<file path="src/rtl/yrv_mem_arbiter.sv">
// yrv_mem_arbiter
//   Two-master / one-slave arbiter for the YRV MCU memory port.
//   Master 0 is the CPU side. Master 1 is the boot/debug loader.
//   On contention it uses round-robin (FAIR=1) or fixed priority with m0 winning (FAIR=0).
//   A master that sets mN_lock keeps the grant after its access. The grant then sits in HOLD.
//   If the owner stays idle for LOCK_TMO cycles, the lock is dropped.
//
// Ports
//   clk, reset              clock, synchronous active-high reset
//   mN_req/write/lock       master N request, direction, keep-grant flag
//   mN_ble/addr/wdata       master N byte lanes, address, write data
//   mN_ready/rdata          master N completion strobe and read data
//   s_req/write/ble/addr/wdata  slave access (driven only in XFER)
//   s_ready/rdata           slave completion and read data
//   gnt_id                  current owner (last owner while idle)
//   busy                    arbiter not in ARB
//
// State  | meaning
// -------+-------------------------------------------------
// ARB    | idle; pick an owner from the pending requests
// XFER   | slave access in progress for the owner
// HOLD   | locked owner keeps the grant; timeout running

module yrv_mem_arbiter #(
  parameter int ADDR_W   = 32,
  parameter int DATA_W   = 32,
  parameter int FAIR     = 1,
  parameter int LOCK_TMO = 16
) (
  input  logic                clk,
  input  logic                reset,
  input  logic                m0_req,
  input  logic                m0_write,
  input  logic                m0_lock,
  input  logic [DATA_W/8-1:0] m0_ble,
  input  logic [ADDR_W-1:0]   m0_addr,
  input  logic [DATA_W-1:0]   m0_wdata,
  output logic                m0_ready,
  output logic [DATA_W-1:0]   m0_rdata,
  input  logic                m1_req,
  input  logic                m1_write,
  input  logic                m1_lock,
  input  logic [DATA_W/8-1:0] m1_ble,
  input  logic [ADDR_W-1:0]   m1_addr,
  input  logic [DATA_W-1:0]   m1_wdata,
  output logic                m1_ready,
  output logic [DATA_W-1:0]   m1_rdata,
  output logic                s_req,
  output logic                s_write,
  output logic [DATA_W/8-1:0] s_ble,
  output logic [ADDR_W-1:0]   s_addr,
  output logic [DATA_W-1:0]   s_wdata,
  input  logic                s_ready,
  input  logic [DATA_W-1:0]   s_rdata,
  output logic                gnt_id,
  output logic                busy
);

  localparam int TMO_W = (LOCK_TMO > 2) ? $clog2(LOCK_TMO) : 1;
  localparam logic [TMO_W-1:0] TMO_LAST = TMO_W'(LOCK_TMO - 1);

  typedef enum logic [1:0] {ARB, XFER, HOLD} state_t;

  state_t           state;
  logic             owner;
  logic             last;
  logic [TMO_W-1:0] tmo_cnt;

  logic own_req;
  logic own_lock;
  logic pick;
  logic in_xfer;

  assign own_req  = owner ? m1_req  : m0_req;
  assign own_lock = owner ? m1_lock : m0_lock;
  assign in_xfer  = (state == XFER);

  // On a tie, round-robin gives the grant to the master that did not go last.
  // Reset sets last=1, so the first tie goes to m0.
  always_comb begin
    pick = 1'b0;
    if (m0_req && m1_req) begin
      pick = (FAIR != 0) ? ~last : 1'b0;
    end else if (m1_req) begin
      pick = 1'b1;
    end
  end

  always_ff @(posedge clk) begin
    if (reset) begin
      state   <= ARB;
      owner   <= 1'b0;
      last    <= 1'b1;
      tmo_cnt <= '0;
    end else begin
      case (state)
        ARB: begin
          if (m0_req || m1_req) begin
            owner <= pick;
            last  <= pick;
            state <= XFER;
          end
        end
        XFER: begin
          if (s_ready) begin
            if (own_lock) begin
              state   <= HOLD;
              tmo_cnt <= '0;
            end else begin
              state <= ARB;
            end
          end
        end
        HOLD: begin
          // Expiry is checked before the owner request, so a request that
          // lands on the last idle cycle loses the lock and rearbitrates.
          if (tmo_cnt == TMO_LAST) begin
            state   <= ARB;
            tmo_cnt <= '0;
          end else if (own_req) begin
            state <= XFER;
            last  <= owner;
          end else begin
            tmo_cnt <= tmo_cnt + 1'b1;
          end
        end
        default: state <= ARB;
      endcase
    end
  end

  always_comb begin
    s_req    = 1'b0;
    s_write  = 1'b0;
    s_ble    = '0;
    s_addr   = '0;
    s_wdata  = '0;
    m0_ready = 1'b0;
    m1_ready = 1'b0;
    m0_rdata = '0;
    m1_rdata = '0;
    if (in_xfer) begin
      s_req   = 1'b1;
      s_write = owner ? m1_write : m0_write;
      s_ble   = owner ? m1_ble   : m0_ble;
      s_addr  = owner ? m1_addr  : m0_addr;
      s_wdata = owner ? m1_wdata : m0_wdata;
      if (owner) begin
        m1_ready = s_ready;
        m1_rdata = s_rdata;
      end else begin
        m0_ready = s_ready;
        m0_rdata = s_rdata;
      end
    end
  end

  assign gnt_id = owner;
  assign busy   = (state != ARB);

endmodule
</file>
<file path="config.mk">
export PLATFORM = sky130hd
export DESIGN_NAME = yrv_mem_arbiter
export DESIGN_NICKNAME = d
export VERILOG_FILES = /design/src/rtl/yrv_mem_arbiter.sv
export SDC_FILE = /design/constraint.sdc
export NUM_CORES = 1
export LEC_CHECK = 0
export CORE_AREA = 4 4 121 123
export CTS_BUF_LIST = sky130_fd_sc_hd__clkbuf_16
export DETAILED_ROUTE_END_ITERATION = 6
export DIE_AREA = 0 0 125 127
export GPL_TIMING_DRIVEN = 0
export HOLD_SLACK_MARGIN = 0.08
export REMOVE_ABC_BUFFERS = 1
export SETUP_SLACK_MARGIN = 0.02
export SLEW_MARGIN = 20
export SYNTH_ARGS = -nofsm -noshare
export SYNTH_HDL_FRONTEND = slang
export SYNTH_SLANG_ARGS = --single-unit
</file>
<file path="constraint.sdc">
create_clock -name clk -period 4 [get_ports clk]
set_input_delay 0.8 -clock clk [delete_from_list [all_inputs] [get_ports clk]]
set_output_delay 0.8 -clock clk [all_outputs]
set_load 0.01 [all_outputs]
</file>
# Word level (Yosys, flattened, before mapping)
# Index checks and enable logic that the tools add are counted.
# word_totals
word_cells	62
reg_bits	8
# classes
n_bitwise	1
addsub	1
n_mux	36
eq_ne	10
reduce_logical	10
# ops
op	count
two-way mux 32 bit	8
two-way mux 4 bit	6
two-way mux 1 bit	14
two-way mux 2 bit	5
inequality test 2 bit (second input constant)	5
one-hot mux 4 bit (2 select lines)	1
AND reduction 4 bit	2
inequality test 3 bit (second input constant)	2
one-hot mux 2 bit (3 select lines)	1
nonzero test 2 bit	3
adder 4 x 1 -> 4 bit (second input constant)	1
equality test 4 bit (second input constant)	1
AND reduction 3 bit	1
equality test 2 x 1 -> 1 bit (second input constant)	1
equality test 2 bit (second input constant)	1
zero test 2 bit	1
one-hot mux 1 bit (2 select lines)	1
AND reduction 2 bit	1
logical AND 1 bit	1
logical OR 1 bit	1
NOT 1 bit	1

# Longest topological paths before layout
# Gate-level depths: netlist of the first run.
# logic_depth
ltp_word	4
ltp_mapped	6
mapped_depth_nobuf	5

# Least setup slack after synthesis of the first run
# No wires, ideal clock.
# synth_path
kind	reg2out
start	reg owner (netlist: gnt_id)
end	out s_addr[0]
t_required_ns	3.200
n_path_buf	3
setup_slack_ns	1.926
arrival_time_ns	1.274
stages_incl_launch_ff	6
cell_sequence	dfxtp_1 -> buf_6 -> buf_2 -> buf_2 -> mux2i_1 -> nor2_1
# synth_via
elab_chain_len	2
# synth_lines
item	line_no	source
from (decl)	65	logic owner;
from (signal assigned)	99	owner <= pick;
two-way mux 32 bit	146	s_addr = owner ? m1_addr : m0_addr;
two-way mux 32 bit	142	if (in_xfer) begin
to (decl)	51	output logic [ADDR_W-1:0] s_addr,
# No other way between the ends.

# Worst setup path after layout of the first run
# layout_path
start	reg owner (netlist: gnt_id)
end	out s_wdata[0]
# layout_via
elab_chain_len	2
# layout_lines
item	line_no	source
two-way mux 32 bit	147	s_wdata = owner ? m1_wdata : m0_wdata;
two-way mux 32 bit	142	
to (decl)	52	output logic [DATA_W-1:0] s_wdata,
# No other way between the ends.

==> impl_metrics.csv, run 1 <==
group,metric,value,unit
run_status,status,"finished clean",
clock_network,cts-resized-gates,0,
yosys,dominantRegCellSynth,"dfxtp_1",
die,die_height,127,um
sta,fin_ws,0.842,ns
sta,max-slew-margin-rel,0.489,
clock_network,cts_htree_levels,1,
clock_network,ctsLongestPathBuffers,2,
sta,grt_setup_unrepaired,"false",
sta,max_freq,317,MHz
critical_path,worst-path-max-fanout,63,
placed_design,post_dp_cell_area,5300,um^2
final_layout,design.final.nets,760,
placed_design,place.gp.congestion,0.833,
yosys,synth_top_area_share,0.351,
route,post_drt_wl_per_cell,15.4,um
power_and_ir_drop,totalPowerFinal,0.000953,W
die,initial_utilization,0.144,
global_routing,grt-ovfl-total,0,
sta,worst_pin_slew,0.766,ns
route,detail_route.vias_per_cell,4.15,
sta,timing.final.crit_period,3.16,ns
route,drt_pass1_iterations,4,
critical_path,timing.critical_path.max_delay_family,"buffers and inverters",
yosys,synth_async_sr_flop_share,0,
final_layout,num_antenna_cells,0,
global_routing,first_global_vias,3242,
yosys,synth_area,1970,um^2
sta,final.period_utilization,0.790,
route,routed-via-count,3158,
clock_network,clk_latency,0.24,ns
placed_design,place_ws,1.02,ns
power_and_ir_drop,power.static_leakage,2.03,nW
yosys,yosysSeqAreaShare,0.0815,
global_routing,grt_use_total,0.132,
final_layout,final_layout_size_suffix_gt1_frac,0.0310,
yosys,yosys-top-cells-area,"mux2i_1 35%, nor2_1 14%, and3_1 11%, and2_1 10%, dfxtp_1 8.1%",
sta,timing_hold_violations_final,0,
die,die-width,125,um
die,rows,43,
critical_path,crit_chain,"buf_16 -> mux2i_1 -> nor2_1 -> clkdlybuf4s50_1",
worst_hold_path,hp-class,"reg -> reg",
power_and_ir_drop,p_per_area,177,nW/um^2
yosys,synthesis.area_per_instance,6.85,um^2
yosys,synth.cells.most_frequent,"75 x nor2_1, 69 x mux2i_1, 34 x and3_1",
clock_network,cts_inserted_buffers,3,
die,core-area,13700,um^2
sta,timing.setup.tns,0,ns
critical_path,critPathArrivalTime,2.36,ns
die,fp.dieArea,15900,um^2
sta,finalClockSkew,0.00252,ns
clock_network,cts_tree,"done",
sta,report.final.slew_viol_count,0,
yosys,synth_enable_flop_cells,0,
yosys,leading_cell_type_by_number_of_instances_after_synthesis,"nor2_1",
final_layout,final_cell_area,5370,um^2
job,cap_viol_max_count,0,
global_routing,grt_pass1_wl,17300,um
power_and_ir_drop,ir_worst_vdd,115,uV
die,top_level_ports,315,
critical_path,cp_data_required_time,3.20,ns
global_routing,antenna_found_initial,0,
yosys,yosys_register_bits,8,
clock_network,clockRootBuffer,"clkbuf_16",
critical_path,critical_path.startpoint_type,"flop",
yosys,postSynthCellCount,287,
critical_path,critical_path_class,"reg -> out",
route,violation_count_after_the_first_detailed_route_iteration,98,
global_routing,grt_start_max_net_pins,65,
sta,setup_viol,0,
yosys,post-synth-top-area-cell,"mux2i_1",
yosys,synth.yosys.warnings,0,
yosys,synth.lib_cells_used.distinct,34,
clock_network,postCtsSetupBuffers,0,
placed_design,input_output_buffers,314,
route,routed_wl,11700,um
clock_network,cts-hold-fix-buffers,0,
critical_path,timing.critical_path.to_type,"output pin",
route,drc,0,
critical_path,worst_path_largest_cell_delay,0.82,ns
critical_path,worst-path-buf-inv,2,
final_layout,synthToLayoutAreaGrowth,173,%
placed_design,dp_hpwl,10100,um
critical_path,crit_path_top_delay_cell,"dfxtp_4",
clock_network,clock_sink_count,8,
route,antenna_left,0,
clock_network,clkTransAtPathRegs,0.04,ns
final_layout,final_core_util,0.393,
==> placed cells by master (no fill, tap or decap), types with 2 or more instances in the layout <==
cell,n
nor2_1,74
and2_1,32
and3_1,34
nor3_1,4
o21ai_0,3
nand4b_1,2
nand3_1,2
clkdlybuf4s50_1,314
a21oi_1,4
a31oi_1,3
buf_16,2
dfxtp_1,7
nand2_1,2
nand4_1,2
mux2i_1,69
clkbuf_16,3
inv_1,4
==> tightest hold or removal path: stages, from the launching register on <==
cell and delay, ns:
dfxtp_1 0.32, o21ai_0 0.08, a21oi_1 0.06
==> metal layers <==
layer	vias up	part of all wire	routed length (um)	global-route usage
met5	-	0	0	0
met3	16	0.088	1030	0.0406
met1	1389	0.40	4630	0.153
met4	0	0.016	184	0.0261
li1	1576	-	-	-
met2	177	0.50	5880	0.241
==> final timing paths <==
check | from | endpoint | slack (ns) | cells after the start
worst max register to register | gnt_id | tmo_cnt[2] | 2.12 | 4
worst min register to register | tmo_cnt[1] | tmo_cnt[1] | 0.52 | 2
worst min-delay path | tmo_cnt[1] | tmo_cnt[1] | 0.52 | 2
worst max-delay path | gnt_id | s_wdata[0] | 0.84 | 4
==> layout make-up <==
type / count / area [um^2]
clock buffers: 3 / 75.1
clock inverters: 1 / 3.75
fillers: 1421 / 8290
inverters: 4 / 15.0
multi-input cells: 248 / 1680
flip-flops and latches: 8 / 164
well taps: 180 / 225
repair buffers: 317 / 3210
==> flip-flops by register name, indices dropped and copies added, names as in the netlist <==
signal   count
gnt_id       1
state        2
tmo_cnt      4
last         1
==> logic make-up (layout without fill, tap and decap cells) <==
group | Yosys count | count (layout) | synth area share
mux | 72 | 72 | 0.372
flops | 8 | 8 | 0.0815
buf+inv | 31 | 325 | 0.0681
fa+ha+maj | 1 | 1 | 0.00636
compound gates | 17 | 17 | 0.0643
simple gates | 158 | 158 | 0.408
==> metrics by stage <==
stage	hold slack, ns	cells
floorplan	0.474	260
global placement	0.496	754
detailed placement	0.515	757
CTS	0.520	761
global route	0.558	761
finish	0.523	761
==> power by group <==
part           leakage [nW]  internal (W)  switching (W)
registers            0.0660     0.0000847      0.0000230
logic                  1.92      0.000413       0.000256
clock network        0.0423      0.000131      0.0000453
total                  2.03      0.000629       0.000324
(Power assumes the default switching activity.)
==> inputs of run 2 (changes only) <==
--- a/config.mk
+++ b/config.mk
@@ -5,10 +5,10 @@
 export SDC_FILE = /design/constraint.sdc
 export NUM_CORES = 1
 export LEC_CHECK = 0
-export CORE_AREA = 4 4 121 123
+export CORE_AREA = 4 4 119 121
 export CTS_BUF_LIST = sky130_fd_sc_hd__clkbuf_16
 export DETAILED_ROUTE_END_ITERATION = 6
-export DIE_AREA = 0 0 125 127
+export DIE_AREA = 0 0 123 125
 export GPL_TIMING_DRIVEN = 0
 export HOLD_SLACK_MARGIN = 0.08
 export REMOVE_ABC_BUFFERS = 1
==> constraint.sdc (replaced) <==
create_clock -name clk -period 3.1 [get_ports clk]
set_input_delay 0.62 -clock clk [delete_from_list [all_inputs] [get_ports clk]]
set_output_delay 0.62 -clock clk [all_outputs]
set_load 0.01 [all_outputs]
==> run 2 against run 1 <==
  * Critical path type unchanged
  * Largest power group unchanged
  * Routed wire length fell by 2.1%
  * Critical path depth is 2 higher
  * Global-route usage increased by 0.48 points
==> impl_metrics.csv, run 2 (same netlist as run 1, synthesis figures left out) <==
group,metric,value,unit
run_status,status,"finished clean",
route,violation_count_after_the_first_detailed_route_iteration,108,
clock_network,cts-hold-fix-buffers,0,
global_routing,grt_use_total,0.137,
sta,max_freq,341,MHz
critical_path,timing.critical_path.depth,6,
final_layout,final_common_cell,"clkdlybuf4s50_1",
critical_path,worst-path-buf-inv,3,
clock_network,ctsLongestPathBuffers,2,
sta,timing_hold_violations_final,0,
final_layout,synthToLayoutAreaGrowth,175,%
final_layout,mostFrequentLayoutCells,"314 x clkdlybuf4s50_1, 74 x nor2_1, 69 x mux2i_1",
clock_network,clkTransAtPathRegs,0.04,ns
sta,worst_pin_slew,0.423,ns
placed_design,place.gp.congestion,0.815,
die,die-width,123,um
final_layout,num_antenna_cells,0,
power_and_ir_drop,power.static_leakage,2.04,nW
clock_network,clock_sink_count,8,
critical_path,worst_path_largest_cell_delay,0.54,ns
sta,timing.setup.tns,0,ns
sta,setup_viol,0,
sta,fin_ws,0.168,ns
placed_design,place_ws,0.293,ns
sta,finalClockSkew,0.00734,ns
final_layout,design.final.nets,761,
route,detail_route.vias_per_cell,4.19,
clock_network,cts_htree_levels,1,
critical_path,critical_path_class,"reg -> out",
final_layout,registers.top_by_ff_count,"tmo_cnt",
critical_path,cp_data_required_time,2.48,ns
placed_design,dp_hpwl,9910,um
global_routing,grt_pass1_wl,17100,um
sta,final.period_utilization,0.946,
sta,timing.final.crit_period,2.93,ns
die,initial_utilization,0.150,
critical_path,crit_path_top_delay_cell,"clkdlybuf4s50_1",
power_and_ir_drop,ir_worst_vdd,150,uV
die,fp.dieArea,15400,um^2
clock_network,cts_inserted_buffers,3,
die,top_level_ports,315,
route,drc,0,
global_routing,grt_start_max_net_pins,59,
route,routed-via-count,3177,
worst_hold_path,whs_path_depth,2,
sta,max-slew-margin-rel,0.715,
global_routing,antenna_found_initial,0,
global_routing,grt-ovfl-total,0,
critical_path,timing.critical_path.max_delay_family,"buffers and inverters",
job,cap_viol_max_count,0,
clock_network,cts-resized-gates,0,
global_routing,first_global_vias,3261,
clock_network,clk_latency,0.24,ns
clock_network,clockRootBuffer,"clkbuf_16",
clock_network,postCtsSetupBuffers,0,
critical_path,crit_chain,"nand2b_4 -> buf_16 -> nor2_4 -> buf_8 -> and2_1 -> clkdlybuf4s50_1",
critical_path,number_of_cells_on_the_worst_reg_to_reg_path,5,
clock_network,cts_tree,"done",
die,rows,42,
critical_path,critPathArrivalTime,2.31,ns
route,post_drt_wl_per_cell,15.1,um
final_layout,reg.largest.list,"tmo_cnt: 4 flops, state: 2 flops",
route,drt_pass1_iterations,4,
final_layout,final_layout_size_suffix_gt1_frac,0.0326,
sta,grt_setup_unrepaired,"false",
critical_path,timing.critical_path.to_type,"output pin",
placed_design,input_output_buffers,314,
worst_hold_path,hp-class,"reg -> reg",
power_and_ir_drop,p_per_area,228,nW/um^2
die,die_height,125,um
sta,worst_hold_slack,0.523,ns
final_layout,largest_reg_flops,4,
sta,report.final.slew_viol_count,0,
route,antenna_left,0,
critical_path,worst-path-max-fanout,58,
die,core-area,13100,um^2
critical_path,critical_path.startpoint_type,"flop",
route,routed_wl,11500,um
==> run 2: cell count changes in the layout (fill, tap and decap cells not counted) <==
cell / previous run / this run
buf_12: 0 / 1
inv_4: 0 / 1
inv_2: 1 / 0
nor2_2: 1 / 0
buf_8: 0 / 1
buf_6: 1 / 0
nor2_4: 0 / 1
==> run 2: worst paths after layout <==
check / to / startpoint / slack (ns)
worst max-delay path: m0_rdata[22] / state[0] / 0.17
worst min-delay path: tmo_cnt[0] / tmo_cnt[0] / 0.52
worst max register to register: tmo_cnt[3] / gnt_id / 1.23
worst min register to register: tmo_cnt[0] / tmo_cnt[0] / 0.52
==> run 2: metrics by stage <==
step	total power [W]	std cells	utilization	area, um^2
after floorplan	0.000460	260	-	1850
after detailed placement	0.00101	754	0.406	5310
after CTS	0.00125	758	0.412	5390
final	0.00123	758	0.413	5400
after global placement	0.00101	750	0.398	5210
after global routing	0.00130	758	0.413	5400
==> run 2: layout make-up <==
type,count,area [um^2]
fill,1329,7680
timing repair buffer,318,3230
multi-input combinational,248,1690
tap,176,220
sequential,8,164
clock buffer,3,75.1
inverter,4,17.5
clock inverter,1,3.75
==> run 2: routing by layer <==
layer,vias to the layer above,GRT usage,share of wire
met2,172,0.261,0.52
met4,0,0.0397,0.028
met3,19,0.0407,0.099
li1,1584,-,-
met5,-,0,0
met1,1402,0.142,0.35
==> run 2: power breakdown <==
group / switching (W) / internal, W
logic: 0.000341 / 0.000539
registers: 0.0000165 / 0.000109
clock network: 0.0000583 / 0.000169
==> run 2: worst reg2reg max path, stage by stage (launching register included) <==
cell and delay (ns):
dfxtp_4 0.56, buf_12 0.29, mux2_4 0.35, a31oi_2 0.28, a31oi_1 0.09, o32ai_2 0.21
==> inputs of run 3 (changes only) <==
--- a/config.mk
+++ b/config.mk
@@ -9,6 +9,7 @@
 export CTS_BUF_LIST = sky130_fd_sc_hd__clkbuf_16
 export DETAILED_ROUTE_END_ITERATION = 6
 export DIE_AREA = 0 0 123 125
+export DONT_BUFFER_PORTS = 1
 export GPL_TIMING_DRIVEN = 0
 export HOLD_SLACK_MARGIN = 0.08
 export REMOVE_ABC_BUFFERS = 1
==> run 3 against run 2 <==
  * Routed wire length is 31% lower
  * Combinational power shrank 58%
  * Worst setup slack better by 0.25 ns
  * Non-clock buffer count shrank 317
  * Critical endpoint is now m1_rdata[14]
  * Highest routed layer unchanged
==> impl_metrics.csv, run 3 (same netlist as run 1, synthesis figures left out) <==
group,metric,value,unit
run_status,status,"finished clean",
global_routing,grt_most_used_layer,"met2",
sta,grt_setup_unrepaired,"false",
die,top_level_ports,315,
global_routing,first_global_vias,1822,
final_layout,mostFrequentLayoutCells,"74 x nor2_1, 69 x mux2i_1, 34 x and3_1",
sta,max-slew-margin-rel,0.498,
die,core-area,13100,um^2
sta,final.period_utilization,0.865,
clock_network,cts_inserted_buffers,3,
clock_network,clkTransAtPathRegs,0.04,ns
critical_path,timing.critical_path.max_delay_family,"simple AND/OR/NAND/NOR gates",
global_routing,grt_use_total,0.0889,
critical_path,cp_data_required_time,2.48,ns
route,routed_wl,7960,um
global_routing,grt_start_max_net_pins,73,
global_routing,grt-ovfl-total,0,
critical_path,critPathArrivalTime,2.06,ns
sta,setup_viol,0,
placed_design,dp_hpwl,6900,um
worst_hold_path,hp-class,"in -> reg",
power_and_ir_drop,totalPowerFinal,0.000731,W
critical_path,worst-path-max-fanout,72,
route,drt_pass1_iterations,4,
die,fp.dieArea,15400,um^2
die,rows,42,
critical_path,worst-path-buf-inv,1,
sta,worst_hold_slack,0.448,ns
final_layout,registers.top_by_ff_count,"tmo_cnt",
final_layout,final_layout_size_suffix_gt1_frac,0.0604,
clock_network,cts-hold-fix-buffers,0,
sta,max_freq,373,MHz
critical_path,timing.critical_path.to_type,"output pin",
global_routing,gr-usage-met3,0.0136,
clock_network,cts_htree_levels,1,
placed_design,input_output_buffers,0,
global_routing,met1_usage,0.111,
global_routing,antenna_found_initial,0,
critical_path,crit_path_top_delay_cell,"nand2b_4",
clock_network,clock_sink_count,8,
clock_network,cts_tree,"done",
route,violation_count_after_the_first_detailed_route_iteration,105,
sta,worst_pin_slew,0.753,ns
critical_path,crit_chain,"nand2b_4 -> inv_2 -> and3_1",
route,routed-via-count,2020,
final_layout,num_antenna_cells,0,
clock_network,ctsLongestPathBuffers,2,
placed_design,place.gp.congestion,0.796,
global_routing,use_met2,0.165,
sta,report.final.slew_viol_count,0,
job,cap_viol_max_count,0,
final_layout,final_cell_area,2190,um^2
clock_network,clk_latency,0.23,ns
route,detail_route.vias_per_cell,4.58,
die,die-width,123,um
sta,timing.final.crit_period,2.68,ns
critical_path,critical_path_class,"reg -> out",
route,drc,0,
die,initial_utilization,0.150,
global_routing,grt_pass1_wl,11000,um
final_layout,largest_reg_flops,4,
route,antenna_left,0,
power_and_ir_drop,ir_worst_vdd,126,uV
route,post_drt_wl_per_cell,18.0,um
final_layout,reg.largest.list,"tmo_cnt: 4 flops, state: 2 flops",
critical_path,worst_path_largest_cell_delay,0.63,ns
power_and_ir_drop,p_per_area,333,nW/um^2
die,die_height,125,um
placed_design,post_dp_cell_area,2110,um^2
final_layout,final_common_cell,"nor2_1",
sta,finalClockSkew,0.00121,ns
final_layout,design.final.nets,444,
sta,timing_hold_violations_final,0,
clock_network,clockRootBuffer,"clkbuf_16",
critical_path,critical_path.startpoint_type,"flop",
power_and_ir_drop,power.static_leakage,0.841,nW
final_layout,synthToLayoutAreaGrowth,11.5,%
-- run 3: area by class of cell --
class,count,area (um^2)
Clock buffer,3,75.1
Clock inverter,1,3.75
Fill cell,1483,10900
Inverter,4,15.0
Multi-Input combinational cell,248,1690
Sequential cell,8,164
Tap cell,176,220
Timing Repair Buffer,1,27.5
-- run 3: worst paths after layout --
path                                 start           end  slack, ns  cells after the start
worst min-delay path                 reset        gnt_id       0.45                      1
worst max-delay path              state[1]  m1_rdata[14]       0.42                      3
worst min register to register  tmo_cnt[1]    tmo_cnt[1]       0.51                      2
worst max register to register    state[1]    tmo_cnt[3]       0.92                      5
-- run 3: per-stage QoR --
step	cells	TNS [ns]	utilization	setup slack [ns]
global route	441	0	0.168	0.191
global placement	436	-291.80	0.158	-3.17
detailed placement	437	0	0.161	0.463
floorplan	260	-171.56	-	-1.96
finish	441	0	0.168	0.419
CTS	441	0	0.167	0.209
-- run 3: power by group --
group	internal [W]	switching [W]	total (W)
clock network	0.000169	0.0000559	0.000224
registers	0.000109	0.0000277	0.000137
logic	0.000126	0.000243	0.000369
-- run 3: metal layers --
metal | wire, um | share of wire | vias to the layer above
met2 | 4190 | 0.53 | 158
met5 | 0 | 0 | -
li1 | - | - | 941
met1 | 3000 | 0.38 | 919
met4 | 8 | 0.0010 | 0
met3 | 760 | 0.096 | 2
-- run 3: timing repair --
item / CTS / global route
endpoints found under the setup margin: 0 / 32
buffers inserted: 0 / 0
resized for setup: 0 / 1
